### src/rtl/control_sequencer.sv
// -----------------------------------------------------------------------------
// control_sequencer
//
// Hardwired Moore control unit for a small load/store processor. It walks the
// fetch sequence (T0..T2) and then the execute steps of the decoded
// instruction class (R-type, addi, ld, st). It pauses at instruction
// boundaries on request and stops permanently on halt.
//
// Ports
//   clock     in   rising-edge system clock
//   reset     in   synchronous active-high reset
//   opcode    in   [4:0] instruction opcode (IR[31:27])
//   mem_done  in   memory completion strobe, looked at in wait states only
//   stop      in   pause request, honoured at the next instruction boundary
//   PCout, PCin, IncPC, MARin, MDRin, MDRout, Read, Write, IRin, Yin, Zin,
//   Zlowout, Cout                       out  datapath strobes
//   Gra, Grb, Grc, Rin, Rout, BAout     out  register select/encode controls
//   alu_op    out  [4:0] ALU function code
//   run       out  high while executing (not paused, not halted)
// -----------------------------------------------------------------------------
module control_sequencer (
   input  logic       clock,
   input  logic       reset,
   input  logic [4:0] opcode,
   input  logic       mem_done,
   input  logic       stop,
   output logic       PCout,
   output logic       PCin,
   output logic       IncPC,
   output logic       MARin,
   output logic       MDRin,
   output logic       MDRout,
   output logic       Read,
   output logic       Write,
   output logic       IRin,
   output logic       Yin,
   output logic       Zin,
   output logic       Zlowout,
   output logic       Cout,
   output logic       Gra,
   output logic       Grb,
   output logic       Grc,
   output logic       Rin,
   output logic       Rout,
   output logic       BAout,
   output logic [4:0] alu_op,
   output logic       run
);

   localparam logic [4:0] OP_LD   = 5'b00000;
   localparam logic [4:0] OP_ST   = 5'b00001;
   localparam logic [4:0] OP_ADD  = 5'b00011;
   localparam logic [4:0] OP_SUB  = 5'b00100;
   localparam logic [4:0] OP_AND  = 5'b00101;
   localparam logic [4:0] OP_OR   = 5'b00110;
   localparam logic [4:0] OP_ADDI = 5'b01100;
   localparam logic [4:0] OP_HALT = 5'b11011;

   // Function code used for every address/immediate/PC addition.
   localparam logic [4:0] ALU_ADD = 5'b00011;

   typedef enum logic [4:0] {
      S_IDLE,
      S_T0, S_T1, S_T2,
      S_R3, S_R4, S_R5,
      S_I3, S_I4, S_I5,
      S_L3, S_L4, S_L5, S_L6, S_L7,
      S_S3, S_S4, S_S5, S_S6, S_S7,
      S_HALT
   } state_t;

   typedef struct packed {
      logic       pc_out;
      logic       pc_in;
      logic       inc_pc;
      logic       mar_in;
      logic       mdr_in;
      logic       mdr_out;
      logic       read;
      logic       write;
      logic       ir_in;
      logic       y_in;
      logic       z_in;
      logic       zlow_out;
      logic       c_out;
      logic       gra;
      logic       grb;
      logic       grc;
      logic       r_in;
      logic       r_out;
      logic       ba_out;
      logic [4:0] alu_op;
      logic       run;
   } ctrl_t;

   state_t     state_reg;
   state_t     state_next;
   state_t     boundary_state;
   logic [4:0] op_reg;
   logic [4:0] op_next;
   ctrl_t      ctrl_reg;
   ctrl_t      ctrl_out;

   // Control word for a given state. op is only consulted in R4, where the
   // ALU performs the instruction's own operation.
   function automatic ctrl_t decode(input state_t s, input logic [4:0] op);
      ctrl_t c;
      c     = '0;
      c.run = (s != S_IDLE) && (s != S_HALT);
      case (s)
         S_T0: begin
            c.pc_out = 1'b1;
            c.mar_in = 1'b1;
            c.inc_pc = 1'b1;
            c.z_in   = 1'b1;
            c.alu_op = ALU_ADD;
         end
         S_T1: begin
            c.zlow_out = 1'b1;
            c.pc_in    = 1'b1;
            c.read     = 1'b1;
            c.mdr_in   = 1'b1;
         end
         S_T2: begin
            c.mdr_out = 1'b1;
            c.ir_in   = 1'b1;
         end
         S_R3, S_I3: begin
            c.grb   = 1'b1;
            c.r_out = 1'b1;
            c.y_in  = 1'b1;
         end
         S_R4: begin
            c.grc    = 1'b1;
            c.r_out  = 1'b1;
            c.z_in   = 1'b1;
            c.alu_op = op;
         end
         S_I4, S_L4, S_S4: begin
            c.c_out  = 1'b1;
            c.z_in   = 1'b1;
            c.alu_op = ALU_ADD;
         end
         S_R5, S_I5: begin
            c.zlow_out = 1'b1;
            c.gra      = 1'b1;
            c.r_in     = 1'b1;
         end
         S_L3, S_S3: begin
            c.grb    = 1'b1;
            c.ba_out = 1'b1;
            c.y_in   = 1'b1;
         end
         S_L5, S_S5: begin
            c.zlow_out = 1'b1;
            c.mar_in   = 1'b1;
         end
         S_L6: begin
            c.read   = 1'b1;
            c.mdr_in = 1'b1;
         end
         S_L7: begin
            c.mdr_out = 1'b1;
            c.gra     = 1'b1;
            c.r_in    = 1'b1;
         end
         S_S6: begin
            c.gra    = 1'b1;
            c.r_out  = 1'b1;
            c.mdr_in = 1'b1;
         end
         S_S7: begin
            c.write = 1'b1;
         end
         default: ;
      endcase
      return c;
   endfunction

   // Where the sequencer goes when an instruction finishes: a pending stop
   // request parks it in IDLE instead of starting the next fetch.
   assign boundary_state = stop ? S_IDLE : S_T0;

   // The opcode is captured on the dispatch edge so R4 uses the opcode of the
   // instruction being executed even if the input moves later.
   assign op_next = (state_reg == S_T2) ? opcode : op_reg;

   always_comb begin
      state_next = state_reg;
      case (state_reg)
         S_IDLE: if (!stop) state_next = S_T0;
         S_T0:   state_next = S_T1;
         S_T1:   if (mem_done) state_next = S_T2;
         S_T2: begin
            case (opcode)
               OP_ADD, OP_SUB, OP_AND, OP_OR: state_next = S_R3;
               OP_ADDI:                       state_next = S_I3;
               OP_LD:                         state_next = S_L3;
               OP_ST:                         state_next = S_S3;
               OP_HALT:                       state_next = S_HALT;
               default:                       state_next = boundary_state;
            endcase
         end
         S_R3:   state_next = S_R4;
         S_R4:   state_next = S_R5;
         S_R5:   state_next = boundary_state;
         S_I3:   state_next = S_I4;
         S_I4:   state_next = S_I5;
         S_I5:   state_next = boundary_state;
         S_L3:   state_next = S_L4;
         S_L4:   state_next = S_L5;
         S_L5:   state_next = S_L6;
         S_L6:   if (mem_done) state_next = S_L7;
         S_L7:   state_next = boundary_state;
         S_S3:   state_next = S_S4;
         S_S4:   state_next = S_S5;
         S_S5:   state_next = S_S6;
         S_S6:   state_next = S_S7;
         S_S7:   if (mem_done) state_next = boundary_state;
         S_HALT: state_next = S_HALT;
         default: state_next = S_T0;
      endcase
   end

   // The control word is registered from the next state, so the strobes of
   // each state appear together with the state itself and never glitch.
   always_ff @(posedge clock) begin
      if (reset) begin
         state_reg <= S_T0;
         op_reg    <= '0;
         ctrl_reg  <= decode(S_T0, 5'b00000);
      end else begin
         state_reg <= state_next;
         op_reg    <= op_next;
         ctrl_reg  <= decode(state_next, op_next);
      end
   end

   // Outputs must read zero for as long as reset is high, including the cycle
   // in which it is first raised, so the registered word is gated by reset.
   assign ctrl_out = reset ? '0 : ctrl_reg;

   assign PCout   = ctrl_out.pc_out;
   assign PCin    = ctrl_out.pc_in;
   assign IncPC   = ctrl_out.inc_pc;
   assign MARin   = ctrl_out.mar_in;
   assign MDRin   = ctrl_out.mdr_in;
   assign MDRout  = ctrl_out.mdr_out;
   assign Read    = ctrl_out.read;
   assign Write   = ctrl_out.write;
   assign IRin    = ctrl_out.ir_in;
   assign Yin     = ctrl_out.y_in;
   assign Zin     = ctrl_out.z_in;
   assign Zlowout = ctrl_out.zlow_out;
   assign Cout    = ctrl_out.c_out;
   assign Gra     = ctrl_out.gra;
   assign Grb     = ctrl_out.grb;
   assign Grc     = ctrl_out.grc;
   assign Rin     = ctrl_out.r_in;
   assign Rout    = ctrl_out.r_out;
   assign BAout   = ctrl_out.ba_out;
   assign alu_op  = ctrl_out.alu_op;
   assign run     = ctrl_out.run;

endmodule
### config.mk
export PLATFORM = sky130hd
export DESIGN_NAME = control_sequencer
export DESIGN_NICKNAME = d
export VERILOG_FILES = /design/src/rtl/control_sequencer.sv
export SDC_FILE = /design/constraint.sdc
export NUM_CORES = 1
export LEC_CHECK = 0
export CAP_MARGIN = 20
export CORE_MARGIN = 5
export CORE_UTILIZATION = 50
export DETAILED_ROUTE_END_ITERATION = 10
export GPL_TIMING_DRIVEN = 1
export PLACE_DENSITY = 0.78
export SLEW_MARGIN = 30
export SYNTH_ARGS = -nofsm -noshare
export SYNTH_HDL_FRONTEND = slang
export SYNTH_SLANG_ARGS = --single-unit
### constraint.sdc
create_clock -name clock -period 2.7 [get_ports clock]
set_input_delay 0.27 -clock clock [delete_from_list [all_inputs] [get_ports clock]]
set_output_delay 0.27 -clock clock [all_outputs]
set_load 0.05 [all_outputs]
==> run_results.csv, run 1 <==
group,metric,value,unit
critical_path,critPathLaunch,"state_reg[3]",
floorplanning,die_y,68.9,microns
power_and_ir_drop,power_leakage,0.981,nW
route,drt_iter0_drc,68,
global_route,grtUsageTotal,19.0,%
global_route,use_met3,4.86,%
floorplanning,start_util,51.9,%
placed_design,dp_hpwl,3000,microns
synthesis,synth_area_per_cell,8.25,sq um
cells_and_area,fillers,252,
clocking,cts_tree,"built",
placed_design,io_buffers,33,
clocking,cts_root_buffer,"clkbuf_4",
cells_and_area,antenna_cells,0,
critical_path,arrival,2690,ps
sta,rsz0062_at_grt,"false",
floorplanning,die_area,4740,sq um
clocking,cts.path.max_buffers,2,
route,via_count,1573,
critical_path,crit_chain,"or3b_1 > or2_1 > nor4_1 > nor3b_2 > xor2_1 > a31oi_1 > o211ai_1",
global_route,grt_util_met1,25.9,%
floorplanning,coreArea,3340,sq um
synthesis,yosys.area.top_type,"dfxtp_1",
synthesis,yosysSeqAreaShare,38.2,%
clocking,ctsHoldBuffers,0,
power_and_ir_drop,power,1.43,mW
synthesis,synthTopCellsByCount,"dfxtp_1 (33), nor2b_1 (30), nor2_1 (20), a21oi_1 (19), clkbuf_1 (13)",
cells_and_area,nets,256,
synthesis,yosysTopAreaCellShare,38.2,%
cells_and_area,largest_reg_flops,23,
placed_design,gp_congestion,0.919,
synthesis,ys_seq_elements,33,
global_route,grt_pass1_wl,6760,microns
floorplanning,fp-row-count,21,
floorplanning,die_w,68.9,microns
synthesis,syn_nets,219,
synthesis,synth_area_leaders,"dfxtp_1 (38%), nor2b_1 (11%), a21oi_1 (5.5%)",
min_path,hold_path.class,"reg2reg",
synthesis,async_flop_share,0,%
global_route,overflow,0,
critical_path,crit_type,"reg2reg",
sta,hold_viol_final,0,
route,drt_wl_total,4060,microns
synthesis,synthesis.area,1730,sq um
sta,max_freq,0.402,GHz
synthesis,syn_inst,210,
global_route,grt_use_met2,28.8,%
run,maxCapViolCount,0,
global_route,grt_pass1_vias,1432,
floorplanning,io_pins,34,
route,vias_per_cell,5.35,
sta,slew_headroom,61.0,%
sta,tns,0,ps
route,dr.pass1.iters,4,
critical_path,crit_path_top_delay_cell,"nor4_1",
critical_path,r2r-start,"state_reg[3]",
sta,setup_violations,0,
sta,worst_pin_slew,583,ps
sta,fin_crit,2490,ps
sta,finClkSkew,7.82,ps
global_route,grt_max_degree,51,
clocking,cts.sinks,33,
clocking,clk_pin_slew,100,ps
critical_path,critPathLaunchType,"flip-flop",
clocking,postCtsSetupRepairBufs,0,
clocking,numCtsBuffers,5,
critical_path,required,2900,ps
min_path,min_from,"op_reg[4]",
critical_path,worstPathMaxFanout,8,
synthesis,synth-edff-count,0,
synthesis,yosys.cell_types.count,42,
sta,final-max-slew-violation-count,0,
sta,period_share,92.1,%
route,routedWlPerCell,13.8,microns
route,drc,0,
power_and_ir_drop,vdd_drop_max,0.313,mV
cells_and_area,drive_above_1_share,21.0,%
clocking,post_cts_resized,0,
route,antenna_left,0,
clocking,h-tree-depth,2,
critical_path,end_kind,"flip-flop",
global_route,antenna_found_initial,0,
cells_and_area,area_growth,43.8,%
power_and_ir_drop,pwr_density_cell,575,nW/um^2
synthesis,yosysMostFrequentCell,"dfxtp_1",
clocking,clock_latency,330,ps
critical_path,slowest_delay,420,ps
outcome,status,"finished, final reports clean",
global_route,busiest_layer,"met2",
synthesis,synth-main-ff-cell,"dfxtp_1",
synthesis,synthesis.yosys.warnings,0,
## report_power, final
| part | total, mW | internal (mW) | switching (mW) |
|---|---|---|---|
| clock network | 0.380 | 0.221 | 0.159 |
| logic | 0.505 | 0.226 | 0.279 |
| registers | 0.547 | 0.535 | 0.0120 |
| total | 1.43 | 0.982 | 0.450 |
## path summary, 6_finish.rpt
path,end,slack [ps],cells past startpoint
max,ctrl_reg[1],210,7
min,op_reg[4],510,2
max reg2reg,ctrl_reg[1],210,7
min reg2reg,op_reg[4],510,2
## critical path, delay by kind of cell (launching register included)
family	cells	cell delay, ps
XOR/XNOR	1	190
flip-flops	1	320
AO/OA/AOI/OAI	2	510
AND/OR/NAND/NOR	4	1320
## logic make-up (layout without fill, tap and decap cells)
logic type	Yosys count	count (layout)	share of synthesized area, %
AND/OR/NAND/NOR	98	98	32.2
multiplexers	7	7	4.05
buffers and inverters	22	60	5.64
XOR/XNOR	3	3	1.52
flip-flops	33	33	38.2
AO/OA/AOI/OAI	47	47	18.4
## metrics by stage
step	instances	setup WS (ps)	util [%]	hold slack (ps)	instance area, sq um
finish	294	212	74.6	507	2490
global route	294	52.2	74.6	565	2490
CTS	294	267	74.6	518	2490
detailed placement	286	76.1	72.1	497	2400
global placement	286	177	72.1	471	2400
floorplan	210	373	-	433	1730
## metal layers
layer	share of wire (%)	routed length [microns]
met3	5.8	237
met5	0	0
met4	1.5	59
met1	45	1850
met2	47	1920
## layout make-up
| type | instances | area, sq um | share of cell area, % |
|---|---|---|---|
| flip-flops and latches | 33 | 661 | 26.5 |
| multi-input cells | 155 | 973 | 39.1 |
| clock inverters | 1 | 30.0 | 1.21 |
| inverters | 6 | 22.5 | 0.905 |
| repair buffers | 46 | 691 | 27.7 |
| clock buffers | 7 | 55.1 | 2.21 |
| well taps | 46 | 57.6 | 2.31 |
## placed cells by master, fill, tap and decap left out, drive strengths merged, types with 2 or more instances in the layout
cell type,netlist,layout
a211oi,3,3
a21oi,19,19
a31oi,3,3
and3,2,2
buf,3,38
clkbuf,13,7
clkdlybuf4s50,0,8
dfxtp,33,33
inv,6,6
mux2i,7,7
nand2,7,7
nand2b,9,9
nand3,3,3
nor2,21,21
nor2b,30,30
nor3,7,7
nor3b,4,4
nor4,2,2
o211ai,3,3
o21ai,8,8
o221ai,2,2
o311a,2,2
o31ai,2,2
o32a,2,2
or2,3,3
or3,4,4
xnor2,2,2
Power figures use the tool's default switching activity.
==> inputs of run 2 (changes only) <==
--- a/config.mk
+++ b/config.mk
@@ -8,6 +8,7 @@
 export CAP_MARGIN = 20
 export CORE_MARGIN = 5
 export CORE_UTILIZATION = 50
+export CTS_BUF_LIST = sky130_fd_sc_hd__clkbuf_16
 export DETAILED_ROUTE_END_ITERATION = 10
 export GPL_TIMING_DRIVEN = 1
 export PLACE_DENSITY = 0.78
==> run_results.csv, run 2 (same netlist as run 1, synthesis figures left out) <==
group,metric,value,unit
critical_path,critical_path_depth,8,
critical_path,crit_chain,"clkdlybuf4s50_1 > nor2b_1 > a21oi_1 > o311a_1 > o32a_1 > and4b_1 > a21oi_1 > o211ai_1",
critical_path,arrival,2640,ps
global_route,grt_util_met1,27.2,%
critical_path,critPathLaunch,"opcode[0]",
global_route,use_met3,5.35,%
power_and_ir_drop,power_leakage,1.02,nW
critical_path,end_kind,"flip-flop",
placed_design,io_buffers,33,
sta,period_share,92.7,%
floorplanning,io_pins,34,
power_and_ir_drop,power.switching,0.485,mW
sta,hold_viol_final,0,
critical_path,crit_buf_inv,1,
clocking,ctsHoldBuffers,0,
critical_path,critPathLaunchType,"primary input",
floorplanning,die_w,68.9,microns
clocking,cts.path.max_buffers,2,
critical_path,crit_path_top_delay_cell,"clkdlybuf4s50_1",
clocking,numCtsBuffers,5,
power_and_ir_drop,swShare,28.9,%
critical_path,critical_path.top_delay_family,"compound AO/OA/AOI/OAI gates",
power_and_ir_drop,vdd_drop_max,0.361,mV
route,via_count,1614,
global_route,grt_use_met2,30.6,%
clocking,cts_tree,"built",
run,maxCapViolCount,0,
clocking,postCtsSetupRepairBufs,0,
sta,fin_crit,2500,ps
sta,tns,0,ps
cells_and_area,layout_commonest_cell,"dfxtp_1",
critical_path,cp_common_cell,"a21oi_1",
floorplanning,fp-row-count,21,
cells_and_area,area_growth,48.3,%
route,dr.pass1.iters,4,
global_route,busiest_layer,"met2",
cells_and_area,layout_common_cells,"dfxtp_1 (33), nor2b_1 (30), buf_12 (26)",
route,drt_wl_total,4310,microns
power_and_ir_drop,pwr_density_cell,652,nW/um^2
cells_and_area,drive_above_1_share,20.6,%
cells_and_area,antenna_cells,0,
power_and_ir_drop,clock_power_share,36.7,%
placed_design,dp.cells,286,
critical_path,slowest_delay,500,ps
critical_path,r2r-start,"state_reg[3]",
cells_and_area,regArea,661,sq um
sta,setup_violations,0,
sta,rsz0062_at_grt,"false",
global_route,grt_pass1_vias,1457,
floorplanning,die_area,4740,sq um
route,antenna_left,0,
global_route,grt_max_degree,51,
cells_and_area,largest_reg_flops,23,
clocking,cts.sinks,33,
route,drt_iter0_drc,82,
clocking,post_cts_resized,0,
placed_design,gp_congestion,0.919,
critical_path,crit_type,"in2reg",
clocking,clock_latency,270,ps
clocking,cts_root_buffer,"clkbuf_16",
critical_path,r2r_cells,7,
sta,final-max-slew-violation-count,0,
floorplanning,die_y,68.9,microns
global_route,grt_pass1_wl,7040,microns
clocking,clk_pin_slew,50,ps
global_route,overflow,0,
sta,finClkSkew,3.99,ps
floorplanning,start_util,51.9,%
route,vias_per_cell,5.49,
cells_and_area,fin_cells,294,
critical_path,timing.rr.end,"ctrl_reg[1]",
cells_and_area,multi_input_area,973,sq um
cells_and_area,final_core_util,76.9,%
sta,max_freq,0.400,GHz
sta,worst_pin_slew,589,ps
critical_path,endpoint,"ctrl_reg[1]",
critical_path,required,2830,ps
power_and_ir_drop,pwr-share-seq,32.8,%
power_and_ir_drop,p_comb_share,30.4,%
cells_and_area,fillers,230,
floorplanning,coreArea,3340,sq um
global_route,antenna_found_initial,0,
min_path,hold_path.class,"reg2reg",
route,drc,0,
cells_and_area,nets,256,
critical_path,worstPathMaxFanout,9,
outcome,status,"finished, final reports clean",
placed_design,dp_hpwl,3000,microns
critical_path,r2r_slack,250,ps
route,routedWlPerCell,14.6,microns
power_and_ir_drop,p_int,1.19,mW
clocking,h-tree-depth,2,
sta,slew_headroom,60.6,%
global_route,grtUsageTotal,20.1,%
## run 2: changes by cell type in the layout (fill, tap and decap cells not counted)
cell	previous run	this run
clkbuf_4	5	0
clkbuf_8	1	0
clkbuf_1	1	0
inv_1	6	7
clkbuf_16	0	5
clkinv_1	0	1
## run 2: area by class of cell
type,instances,area share (%)
well taps,46,2.24
repair buffers,46,26.9
multi-input cells,155,37.9
flip-flops and latches,33,25.7
clock buffers,5,4.87
clock inverters,3,1.46
inverters,6,0.877
## run 2: worst min-delay path, stage by stage, from the launching register on
cell     delay (ps)
dfxtp_1         300
mux2i_1          80
nor2_1           80
## run 2: metrics by stage
stage                     hold slack, ps  worst slack (ps)  power [mW]  cell area, sq um
after global routing                 552              61.9        1.75              2570
after CTS                            508               266        1.68              2570
after detailed placement             497              76.1        1.06              2400
final                                497               198        1.67              2570
after floorplan                      433               373       0.875              1730
after global placement               471               177        1.05              2400
## run 2: worst min path at each step
stage / from / endpoint / slack (ps) / cells after the start
after floorplan: opcode[2] / op_reg[2] / 430 / 2
after global placement: op_reg[2] / op_reg[2] / 470 / 2
after detailed placement: op_reg[4] / op_reg[4] / 500 / 2
after CTS: op_reg[4] / op_reg[4] / 510 / 2
after global routing: op_reg[4] / op_reg[4] / 550 / 2
final: op_reg[4] / op_reg[4] / 500 / 2
## run 2: routing by layer
metal / routed length [microns] / vias up
met3: 280 / 6
met4: 63 / 0
met5: 0 / -
met1: 1930 / 746
li1: - / 797
met2: 2030 / 65
## run 2: power by group through the flow
stage          Clock (mW)  Combinational [mW]  Sequential [mW]
3_5_place_dp            0               0.504            0.558
2_1_floorplan           0               0.318            0.556
6_report            0.615               0.510            0.549
5_1_grt             0.651               0.543            0.554
4_1_cts             0.622               0.508            0.550
3_3_place_gp            0               0.495            0.556
